===== config.mk =====
export PLATFORM = sky130hd
export DESIGN_NAME = axis_packet_arbiter_flat
export DESIGN_NICKNAME = d
export VERILOG_FILES = /design/src/rtl/axis_packet_arbiter_if.sv /design/src/rtl/axis_packet_arbiter.sv /design/src/flat_wrapper.sv
export SDC_FILE = /design/constraint.sdc
export NUM_CORES = 1
export LEC_CHECK = 0
export BUFFER_PORTS_ARGS = -buffer_cell sky130_fd_sc_hd__buf_2
export CAP_MARGIN = 15
export CORE_MARGIN = 4
export CORE_UTILIZATION = 37
export CTS_CLUSTER_SIZE = 12
export DETAILED_ROUTE_END_ITERATION = 6
export PLACE_DENSITY = 0.85
export SYNTH_ARGS = -nofsm -noshare
export SYNTH_HDL_FRONTEND = slang
export SYNTH_SLANG_ARGS = --single-unit

===== constraint.sdc =====
create_clock -name i_clk -period 2.2 [get_ports i_clk]
set_input_delay 0.22 -clock i_clk [delete_from_list [all_inputs] [get_ports i_clk]]
set_output_delay 0.22 -clock i_clk [all_outputs]
set_load 0.02 [all_outputs]

===== src/rtl/axis_packet_arbiter_if.sv =====
// Stream bundle between N AXI-Stream sources and the merged output.
// master is the arbiter's view; slave is the sources/sink environment.
interface axis_packet_arbiter_if #(
    parameter int N_INPUTS   = 4,
    parameter int DATA_WIDTH = 16,
    parameter int SRC_WIDTH  = 2
);
    logic [N_INPUTS-1:0]            s_axis_tvalid;
    logic [N_INPUTS-1:0]            s_axis_tready;
    logic [N_INPUTS-1:0]            s_axis_tlast;
    logic [N_INPUTS*DATA_WIDTH-1:0] s_axis_tdata;
    logic                           m_axis_tvalid;
    logic                           m_axis_tready;
    logic                           m_axis_tlast;
    logic [DATA_WIDTH-1:0]          m_axis_tdata;
    logic [SRC_WIDTH-1:0]           m_axis_tuser;

    modport master (
        input  s_axis_tvalid, s_axis_tlast, s_axis_tdata, m_axis_tready,
        output s_axis_tready, m_axis_tvalid, m_axis_tlast, m_axis_tdata, m_axis_tuser
    );

    modport slave (
        output s_axis_tvalid, s_axis_tlast, s_axis_tdata, m_axis_tready,
        input  s_axis_tready, m_axis_tvalid, m_axis_tlast, m_axis_tdata, m_axis_tuser
    );
endinterface


===== src/rtl/axis_packet_arbiter.sv =====
// Round-robin, packet-atomic merge of N AXI-Stream sources into one stream.
// state | meaning
// IDLE  | no grant held; pick next enabled, valid source after last winner
// LOCK  | grant held until the tlast beat is accepted by the sink
module axis_packet_arbiter #(
    parameter int N_INPUTS   = 4,
    parameter int DATA_WIDTH = 16,
    parameter int SRC_WIDTH  = 2
) (
    input  logic                  i_clk,
    input  logic                  i_rst,
    input  logic [N_INPUTS-1:0]   i_enable,
    axis_packet_arbiter_if.master bus,
    output logic                  o_busy,
    output logic [N_INPUTS-1:0]   o_grant
);
    typedef enum logic {IDLE, LOCK} state_t;

    localparam logic [SRC_WIDTH-1:0] LAST_RST = SRC_WIDTH'(N_INPUTS - 1);
    localparam logic [SRC_WIDTH:0]   N_EXT    = (SRC_WIDTH + 1)'(N_INPUTS);
    localparam logic [N_INPUTS-1:0]  ONE_HOT0 = N_INPUTS'(1);

    state_t                state_q, state_d;
    logic [N_INPUTS-1:0]   grant_q, grant_d;
    logic [SRC_WIDTH-1:0]  gidx_q, gidx_d;
    logic [SRC_WIDTH-1:0]  last_q, last_d;
    logic                  busy_q, busy_d;
    logic [N_INPUTS-1:0]   cand;
    logic [SRC_WIDTH:0]    idx;
    logic                  found;
    logic                  accept;

    // Merged stream is a pure mux of the granted source: no added latency.
    always_comb begin : datapath
        bus.m_axis_tvalid = 1'b0;
        bus.m_axis_tlast  = 1'b0;
        bus.m_axis_tdata  = '0;
        bus.m_axis_tuser  = '0;
        bus.s_axis_tready = '0;
        if (state_q == LOCK) begin
            for (int k = 0; k < N_INPUTS; k++) begin
                if (grant_q[k]) begin
                    bus.m_axis_tvalid = bus.s_axis_tvalid[k];
                    bus.m_axis_tlast  = bus.s_axis_tlast[k];
                    bus.m_axis_tdata  = bus.s_axis_tdata[k*DATA_WIDTH +: DATA_WIDTH];
                end
            end
            bus.m_axis_tuser  = gidx_q;
            bus.s_axis_tready = grant_q & {N_INPUTS{bus.m_axis_tready}};
        end
    end

    always_comb begin : fsm
        state_d = state_q;
        grant_d = grant_q;
        gidx_d  = gidx_q;
        last_d  = last_q;
        cand    = bus.s_axis_tvalid & i_enable;
        found   = 1'b0;
        idx     = '0;
        accept  = bus.m_axis_tvalid & bus.m_axis_tready;
        case (state_q)
            IDLE: begin
                // Search upward from last+1 with wrap; first hit wins.
                for (int i = 1; i <= N_INPUTS; i++) begin
                    idx = {1'b0, last_q} + (SRC_WIDTH + 1)'(i);
                    if (idx >= N_EXT) idx = idx - N_EXT;
                    if (!found && cand[idx[SRC_WIDTH-1:0]]) begin
                        found   = 1'b1;
                        state_d = LOCK;
                        gidx_d  = idx[SRC_WIDTH-1:0];
                        grant_d = ONE_HOT0 << idx[SRC_WIDTH-1:0];
                    end
                end
            end
            LOCK: begin
                if (accept && bus.m_axis_tlast) begin
                    state_d = IDLE;
                    grant_d = '0;
                    last_d  = gidx_q;
                end
            end
            default: state_d = IDLE;
        endcase
        busy_d = (state_d == LOCK);
    end

    always_ff @(posedge i_clk) begin
        if (i_rst) begin
            state_q <= IDLE;
            grant_q <= '0;
            gidx_q  <= '0;
            last_q  <= LAST_RST;
            busy_q  <= 1'b0;
        end else begin
            state_q <= state_d;
            grant_q <= grant_d;
            gidx_q  <= gidx_d;
            last_q  <= last_d;
            busy_q  <= busy_d;
        end
    end

    assign o_busy  = busy_q;
    assign o_grant = grant_q;
endmodule


===== src/flat_wrapper.sv =====
// flat-port wrapper written by rule: the top's interface ports become plain ports
module axis_packet_arbiter_flat 
#(
    parameter int N_INPUTS   = 4,
    parameter int DATA_WIDTH = 16,
    parameter int SRC_WIDTH  = 2
)
  (i_clk, i_rst, i_enable, o_busy, o_grant, bus_s_axis_tvalid, bus_s_axis_tlast, bus_s_axis_tdata, bus_m_axis_tready, bus_s_axis_tready, bus_m_axis_tvalid, bus_m_axis_tlast, bus_m_axis_tdata, bus_m_axis_tuser);
  axis_packet_arbiter_if #(.N_INPUTS(N_INPUTS), .DATA_WIDTH(DATA_WIDTH), .SRC_WIDTH(SRC_WIDTH)) bus_i ();
  input  logic i_clk;
  input  logic i_rst;
  input  logic [N_INPUTS-1:0] i_enable;
  output logic o_busy;
  output logic [N_INPUTS-1:0] o_grant;
  input wire logic [$bits(bus_i.s_axis_tvalid)-1:0] bus_s_axis_tvalid;
  input wire logic [$bits(bus_i.s_axis_tlast)-1:0] bus_s_axis_tlast;
  input wire logic [$bits(bus_i.s_axis_tdata)-1:0] bus_s_axis_tdata;
  input wire logic [$bits(bus_i.m_axis_tready)-1:0] bus_m_axis_tready;
  output wire logic [$bits(bus_i.s_axis_tready)-1:0] bus_s_axis_tready;
  output wire logic [$bits(bus_i.m_axis_tvalid)-1:0] bus_m_axis_tvalid;
  output wire logic [$bits(bus_i.m_axis_tlast)-1:0] bus_m_axis_tlast;
  output wire logic [$bits(bus_i.m_axis_tdata)-1:0] bus_m_axis_tdata;
  output wire logic [$bits(bus_i.m_axis_tuser)-1:0] bus_m_axis_tuser;
  assign bus_i.s_axis_tvalid = bus_s_axis_tvalid;
  assign bus_i.s_axis_tlast = bus_s_axis_tlast;
  assign bus_i.s_axis_tdata = bus_s_axis_tdata;
  assign bus_i.m_axis_tready = bus_m_axis_tready;
  assign bus_s_axis_tready = bus_i.s_axis_tready;
  assign bus_m_axis_tvalid = bus_i.m_axis_tvalid;
  assign bus_m_axis_tlast = bus_i.m_axis_tlast;
  assign bus_m_axis_tdata = bus_i.m_axis_tdata;
  assign bus_m_axis_tuser = bus_i.m_axis_tuser;
  axis_packet_arbiter #(.N_INPUTS(N_INPUTS), .DATA_WIDTH(DATA_WIDTH), .SRC_WIDTH(SRC_WIDTH)) u_core (.i_clk(i_clk), .i_rst(i_rst), .i_enable(i_enable), .bus(bus_i), .o_busy(o_busy), .o_grant(o_grant));
endmodule

==> metrics.txt <==
CP Launch Point u_core.o_grant[1]; total core area 2829 um2; number of clock sinks 9; post-DP HPWL 3.285 mm; max-slew violations 0; postcts setup bufs 0; Hold Buf Count CTS 0; clk_lat worst skew 0.27 ns; All-Layer GR Usage 19.74%; antenna violations before repair 0; most frequent cells in the layout 107 x buf_2, 21 x a21oi_1, 20 x nor2_1; Final Core Density 61.57%; hold_ws 0.2283 ns; vias per cell 5.472; critical path class reg2out; H-tree Lvls 1; first-pass GRT wire length 6.686 mm; hold path cells 2; worst vdd rail ir drop 0.3303 mV; largest net degree at the start of global routing 25; CTS tree yes; CP endpoint kind output port; Syn Inst Count 168; measured slew at the worst slew-check pin 0.4945 ns; final hold violations 0; power share of the clock group 21.1%; sequential area share after synthesis 15.96%; period utilisation layout 92.48%; WL/cell 13.69 um; Reg2Reg Depth 5; Flop pwr share 28.3%; count of final setup violators 0; Iter 0 DRT Violations 123; Initial Utilization 39.89%; Antenna Violating Nets Remaining 0; Cell Int Power 0.3907 mW; Worst Hold Class in2reg; power per cell area 366.5 nW/um2; Final Wtd Congestion 0.8574; # Max-Cap Violations 0; CTS buffer count 3; clock slew at reported path FFs 0.07 ns; area delta synth->final 54.32%; num rows 19; number of global-route vias before repair 1544; fin cells 303; Residual DRC 0; die span in x 63.23 um; ant diodes 0; hold_sp i_rst; crit path max fanout 16; Synthesized Nets 247; library cells used by synthesis 31; CP arrival 1.81 ns; Critical Path RT 1.98 ns; share of post-route cells with drive strength above 1 45.59%; Max Buffers Root-to-Sink 2; Ports 108; setup TNS 0 ns; #FFs+latches synth 9; grt total ovfl 0; Worst slew margin 67.03%; DR vias 1658; Switching Share 38.79%; YS warnings 0; Post-Syn Area per Cell 6.718 um2; Root Driver clkbuf_4; NumNets Final 352; die area 3998 um2; Pleak 0.9058 nW; Detailed Route WL 4.149 mm; Die Ht 63.23 um; commonest non-fill, non-tap cell in the layout buf_2; Inst Count DP 299; Power Total 0.6382 mW; port bufs 107; RSZ-0062 raised after global routing no; First-pass DRT Iterations 4; fmax 491.5 MHz; worst r2r src u_core.o_grant[2]; post-layout min period 2.035 ns; CP startpoint kind flop; Switch Pwr 0.2475 mW; Netlist Area Pre-Place 1129 um2; status finished clean; Logic pwr share 50.6%; clk_skew 0.01031 ns
[critical path, stage by stage, from the launching register on]
cell and delay [ns]:
dfxtp_2 0.39, buf_6 0.18, nor2b_1 0.07, buf_4 0.19, a221oi_1 0.30, nor3_1 0.08, a21oi_1 0.12, nor2_1 0.05
buf_2 0.16
[metal layers]
layer	wire length [um]	track usage [%]
met1	1507	20.32
met2	2169	38.34
met3	431	5.684
met4	40	5.391
met5	0	0
[metrics by stage]
stage	setup WS, ns	instance area (um2)
2_1_floorplan	0.1969	1129
3_3_place_gp	0.3201	1704
3_5_place_dp	0.2439	1704
4_1_cts	0.04272	1730
5_1_grt	0.005745	1742
6_report	0.1654	1742
[worst paths after layout]
check | end | slack (ns)
max reg2reg | u_core.last_q[0] | 0.23
min reg2reg | u_core.last_q[1] | 0.50
min | u_core.o_grant[1] | 0.23
max | bus_m_axis_tdata[2] | 0.17
[synthesized netlist by cell type]
| library cell | n | area [um2] |
|---|---|---|
| and2_1 | 5 | 31.28 |
| a2111oi_4 | 1 | 27.53 |
| nor2b_1 | 19 | 118.9 |
| a221oi_1 | 16 | 140.1 |
| nand3_1 | 3 | 15.01 |
| a32o_1 | 1 | 10.01 |
| a21oi_2 | 1 | 8.760 |
| nor3_1 | 18 | 90.09 |
| a211o_1 | 3 | 26.28 |
| mux2i_1 | 3 | 30.03 |
| xnor2_1 | 1 | 8.760 |
| clkbuf_1 | 11 | 41.29 |
| dfxtp_1 | 9 | 180.2 |
| buf_4 | 1 | 7.510 |
| nand3b_1 | 5 | 37.54 |
| inv_1 | 2 | 7.510 |
| nand2b_1 | 1 | 6.260 |
| nand4b_1 | 1 | 8.760 |
| a22oi_1 | 1 | 7.510 |
| o221ai_1 | 3 | 26.28 |
| nand4_1 | 2 | 12.51 |
| or3b_2 | 1 | 8.760 |
| nand2_1 | 7 | 26.28 |
| a21oi_1 | 21 | 105.1 |
| o21ai_0 | 1 | 5.000 |
| buf_1 | 2 | 7.510 |
| a2111o_1 | 1 | 11.26 |
| or3_1 | 1 | 6.260 |
| nor2_1 | 20 | 75.07 |
| and3_1 | 5 | 31.28 |
| buf_2 | 2 | 10.01 |
[flip-flops by register name, summed over array words and instances, names as in the netlist]
name / cells
u_core.state_q: 1
u_core.gidx_q: 2
u_core.last_q: 2
u_core.o_grant: 4
[power by group through the flow]
| stage | registers [mW] | logic (mW) | clock network, mW |
|---|---|---|---|
| final | 0.180 | 0.323 | 0.135 |
| after floorplan | 0.188 | 0.183 | 0 |
| after global placement | 0.183 | 0.317 | 0 |
| after CTS | 0.180 | 0.321 | 0.139 |
| after detailed placement | 0.184 | 0.320 | 0 |
| after global routing | 0.182 | 0.357 | 0.144 |
[cell families after synthesis]
family          Yosys count  synth area share, %
flops                     9                15.96
mux                       3                2.661
buf+inv                  18                6.542
xor+xnor                  1               0.7762
simple gates             88                41.46
compound gates           49                32.59
[final cells by class]
type	count	area [um2]
Tap cell	31	38.79
Inverter	2	7.507
Timing Repair Buffer	116	606.8
Clock buffer	4	26.28
Multi-Input combinational cell	141	880.8
Sequential cell	9	181.4
Fill cell	275	1087
[what timing repair did]
action | in CTS | in global routing
setup endpoints to repair | 0 | 16
gates resized for setup | 0 | 3
hold endpoints to repair | 0 | 0
No activity file was read; power rests on OpenSTA's default activity.
